===== src/rtl/drum_pkg.sv =====
// Shared types and default sizing for the dot-product accumulator.
package drum_pkg;

   localparam int DEF_PW  = 8;
   localparam int DEF_AW  = 16;
   localparam int DEF_LEN = 8;

   typedef enum logic {
      ST_ACC  = 1'b0,
      ST_DONE = 1'b1
   } state_e;

endpackage


===== src/rtl/dot_accumulator_sat_add.sv =====
// Saturating signed add of a narrow product onto a wide accumulator.
module sat_add
   import drum_pkg::*;
#(
   parameter int PW = DEF_PW,
   parameter int AW = DEF_AW
) (
   input  logic [AW-1:0] a,
   input  logic [PW-1:0] b,
   output logic [AW-1:0] sum,
   output logic          ovf
);

   // One guard bit is enough: |a + b| never exceeds twice the AW range.
   logic [AW:0] full;

   assign full = {a[AW-1], a} + {{(AW + 1 - PW){b[PW-1]}}, b};

   // Clamp toward the sign of the true result when the guard bit disagrees.
   always_comb begin
      sum = full[AW-1:0];
      ovf = 1'b0;
      if (full[AW] != full[AW-1]) begin
         ovf = 1'b1;
         sum = full[AW] ? {1'b1, {(AW-1){1'b0}}} : {1'b0, {(AW-1){1'b1}}};
      end
   end

endmodule


===== src/rtl/dot_accumulator.sv =====
// Accumulates a stream of signed products into one saturated dot product
// per vector, then holds the result until the consumer takes it.
//
//   state   | meaning
//   --------+----------------------------------------------------------
//   ST_ACC  | taking product beats; outputs read 0
//   ST_DONE | result held on out_*; input beats ignored until out_ready
module dot_accumulator
   import drum_pkg::*;
#(
   parameter int PW  = DEF_PW,
   parameter int AW  = DEF_AW,
   parameter int LEN = DEF_LEN
) (
   input  logic          clk,
   input  logic          rst_n,
   input  logic          in_valid,
   output logic          in_ready,
   input  logic [PW-1:0] in_prod,
   input  logic          in_last,
   output logic          out_valid,
   input  logic          out_ready,
   output logic [AW-1:0] out_sum,
   output logic [7:0]    out_count,
   output logic          out_ovf
);

   localparam logic [7:0] LEN8 = 8'(LEN);

   state_e        state_q, state_d;
   logic [AW-1:0] acc_q, acc_d;
   logic [7:0]    cnt_q, cnt_d;
   logic          ovf_q, ovf_d;

   logic [AW-1:0] add_sum;
   logic          add_ovf;
   logic [7:0]    cnt_inc;
   logic          accept;

   sat_add #(.PW(PW), .AW(AW)) u_sat_add (
      .a   (acc_q),
      .b   (in_prod),
      .sum (add_sum),
      .ovf (add_ovf)
   );

   // Ready is held low while reset is asserted, even though the state is ACC.
   assign in_ready = rst_n & (state_q == ST_ACC);
   assign accept   = in_valid & in_ready;
   assign cnt_inc  = cnt_q + 8'd1;

   // Next-state and accumulator update.
   always_comb begin
      state_d = state_q;
      acc_d   = acc_q;
      cnt_d   = cnt_q;
      ovf_d   = ovf_q;
      case (state_q)
         ST_ACC: begin
            if (accept) begin
               acc_d = add_sum;
               cnt_d = cnt_inc;
               ovf_d = ovf_q | add_ovf;
               if (in_last || (cnt_inc == LEN8)) begin
                  state_d = ST_DONE;
               end
            end
         end
         ST_DONE: begin
            if (out_ready) begin
               state_d = ST_ACC;
               acc_d   = '0;
               cnt_d   = '0;
               ovf_d   = 1'b0;
            end
         end
         default: state_d = ST_ACC;
      endcase
   end

   // State registers with synchronous active-low reset.
   always_ff @(posedge clk) begin
      if (!rst_n) begin
         state_q <= ST_ACC;
         acc_q   <= '0;
         cnt_q   <= '0;
         ovf_q   <= 1'b0;
      end else begin
         state_q <= state_d;
         acc_q   <= acc_d;
         cnt_q   <= cnt_d;
         ovf_q   <= ovf_d;
      end
   end

   assign out_valid = (state_q == ST_DONE);
   assign out_sum   = out_valid ? acc_q : '0;
   assign out_count = out_valid ? cnt_q : 8'd0;
   assign out_ovf   = out_valid & ovf_q;

endmodule


===== config.mk =====
export PLATFORM = sky130hd
export DESIGN_NAME = dot_accumulator
export DESIGN_NICKNAME = d
export VERILOG_FILES = /design/src/rtl/drum_pkg.sv /design/src/rtl/dot_accumulator_sat_add.sv /design/src/rtl/dot_accumulator.sv
export SDC_FILE = /design/constraint.sdc
export NUM_CORES = 1
export LEC_CHECK = 0
export BUFFER_PORTS_ARGS = -buffer_cell sky130_fd_sc_hd__buf_2
export CAP_MARGIN = 40
export CORE_MARGIN = 2
export CORE_UTILIZATION = 55
export CTS_BUF_LIST = sky130_fd_sc_hd__clkbuf_8
export DETAILED_ROUTE_END_ITERATION = 16
export GPL_ROUTABILITY_DRIVEN = 0
export HOLD_SLACK_MARGIN = 0.12
export PLACE_DENSITY = 0.86
export SETUP_SLACK_MARGIN = 0.5
export SLEW_MARGIN = 40
export SYNTH_ARGS = -nofsm -noshare
export SYNTH_HDL_FRONTEND = slang
export SYNTH_HIERARCHICAL = 1
export SYNTH_SLANG_ARGS = --single-unit

===== constraint.sdc =====
create_clock -name clk -period 3.7 [get_ports clk]
set_input_delay 0.37 -clock clk [delete_from_list [all_inputs] [get_ports clk]]
set_output_delay 0.37 -clock clk [all_outputs]
set_load 0.01 [all_outputs]

==> metrics <==
number of post-CTS setup repair buffers 0; Worst EP required 3.87 ns; crit-path max FO 17; Area after DPL 2510 um^2; core area 4060 um^2; CP max stage cell maj3_1; diode count 0; Clock Sinks 26; synthesized area per cell 8.38 um^2; placed cells 354; via/cell ratio 5.98; Clk Latency, worst-skew pair 0.27 ns; TritonCTS Buffers 3; Slew @ Worst Pin 0.774 ns; most common cell after layout, fill and taps aside buf_2; global-route wire length before repair 8860 um; Pleak 1.14 nW; final instance area 2580 um^2; post-synth top area cell dfxtp_1; DR vias 2148; run status completed; Layout Cells excl Fill 359; Layout Nets 342; I/O Pins 40; Pwr Density 427 nW/um^2; Die Ht 69.3 um; maximum clock frequency 340 MHz; initial DRC count 119; I/O Buffers 39; routed wire length 5330 um; max-slew violation count 0; Fin. Hold Viols 0; grt ovf 0; initial antenna violation count 0; FF+latch count, synth 26; clock tree buffer depth 2; Peak VDD IR 0.000228 V; worst hold-check path type input port to flip-flop; cts repair resizes 0; post-synth net total 312; power after layout 1.10 mW; largest net degree at the start of global routing 40; Synth Flop Type dfxtp_1; hold_buf cts 0; First-pass DRT Iterations 4; Layout area overhead 9.97%; routed len/inst 14.8 um; min Tclk post-route 2.94 ns; Initial Util 57.8%; H-tree levels 1; top cell type's share of synthesized area 22.2%; most frequent cells in the layout buf_2 (39), nor2_1 (35), and2_1 (26), dfxtp_1 (26), a22oi_1 (19); Worst EP arrival 3.11 ns; all-layer global routing usage 22.0%; Remaining DRCs 0; CP Class flip-flop to flip-flop; vias in the first global route 1915; RSZ-0062 raised after global routing no; max-cap violation count 0; CTS tree done; Routed Antenna Nets 0; Async SR Flop Fraction 0%; synth unique cells 55; clock root buffer clkbuf_8; Synth warnings 6; CP max stage delay 0.45 ns; max_slew headroom 48.3%; Seq/Total Area, Yosys 22.2%; setup TNS 0 ns; clock skew 0.00584 ns; crit share post-route 79.4%; crit-path cells ha_1, fa_1, a21o_2, a221oi_4, o21ai_2, nand2b_2, a41oi_4, maj3_1, a22oi_1, nor2_1; layout cell share with drive strength beyond 1 21.0%; cell count after synthesis 280; die width 69.3 um; standard-cell rows 23; crit path launch type flip-flop; Die ar. 4800 um^2; Setup violations, final 0; synth top area cells dfxtp_1 (22%), ha_1 (9.6%), and2_1 (6.9%), maj3_1 (6.4%), a22oi_1 (6.1%); EDFF count, synth 0; clock slew at reported path FFs 0.09 ns; Netlist Area Pre-Place 2350 um^2; CP endpoint kind flip-flop; HPWL Detailed 3990 um
==> logic make-up after synthesis <==
family | Yosys count | synth area share, %
and+or+nand+nor | 103 | 22.4
xor gates and xnor gates | 16 | 6.29
DFF | 26 | 22.2
AOI/OAI and AO/OA | 76 | 26.3
muxes | 1 | 0.480
adders and majority gates | 34 | 16.9
buffers and inverters | 24 | 5.44
==> Yosys cell counts (2+ instances only) <==
| library cell | n |
|---|---|
| nand2_1 | 17 |
| nor2_1 | 35 |
| clkbuf_1 | 6 |
| a22oi_1 | 19 |
| o21a_1 | 3 |
| buf_4 | 5 |
| dfxtp_1 | 26 |
| and3_1 | 4 |
| a31oi_1 | 4 |
| and2_1 | 26 |
| a21o_1 | 3 |
| xor2_1 | 5 |
| a21oi_1 | 14 |
| xnor2_1 | 10 |
| a311oi_1 | 2 |
| ha_1 | 18 |
| a41o_1 | 2 |
| nand3_1 | 6 |
| inv_1 | 8 |
| o21ai_0 | 9 |
| nand3_2 | 2 |
| o31a_1 | 2 |
| buf_2 | 3 |
| nand2b_1 | 4 |
| buf_6 | 2 |
| maj3_1 | 15 |
| nor4_1 | 2 |
==> per-layer routing <==
| metal | up-vias | wire, um | track usage [%] | part of all wire (%) |
|---|---|---|---|---|
| met1 | 1006 | 2430 | 28.8 | 46 |
| met3 | 10 | 253 | 2.76 | 4.7 |
| met5 | - | 0 | 0 | 0 |
| met2 | 66 | 2560 | 36.8 | 48 |
| met4 | 0 | 88 | 8.28 | 1.7 |
| li1 | 1066 | - | - | - |
==> final timing paths <==
check	start	endpoint	slack [ns]	cells past startpoint
worst max-delay path	acc_q[0]$_SDFFE_PN0P_	acc_q[14]$_SDFFE_PN0P_	0.76	10
worst min-delay path	in_last	out_valid$_SDFF_PN0_	0.35	2
worst max register to register	acc_q[0]$_SDFFE_PN0P_	acc_q[14]$_SDFFE_PN0P_	0.76	10
worst min register to register	ovf_q$_SDFFE_PN0P_	ovf_q$_SDFFE_PN0P_	0.51	2
==> worst max-delay path, delay by kind of cell, from the launching register on <==
family                     cells  cell delay (ns)
AOI/OAI and AO/OA              5             1.23
DFF                            1             0.34
and+or+nand+nor                2             0.18
adders and majority gates      3             1.09
==> area by class of cell <==
class / count / area, um^2
clock buffer: 4 / 55.1
inverter: 8 / 30.0
tap: 50 / 62.6
sequential: 26 / 520
multi-input combinational: 230 / 1700
timing repair buffer: 41 / 214
fill: 352 / 1480
==> stage by stage <==
step	util, %	hold slack (ns)	setup WS [ns]
global placement	61.9	0.477	0.709
floorplan	-	0.457	0.960
finish	63.6	0.351	0.761
detailed placement	61.9	0.492	0.632
CTS	63.3	0.342	0.761
global route	63.6	0.354	0.598
==> state kept, by name, indices dropped and copies added, names as in the netlist <==
signal	cells
acc_q	16
cnt_q	8
out_valid	1
ovf_q	1
==> where the power goes <==
group | internal [mW] | switching [mW]
logic | 0.253 | 0.309
registers | 0.318 | 0.0356
clock network | 0.0952 | 0.0916
total | 0.666 | 0.436
Note: power is estimated with default switching activity, not from simulation.
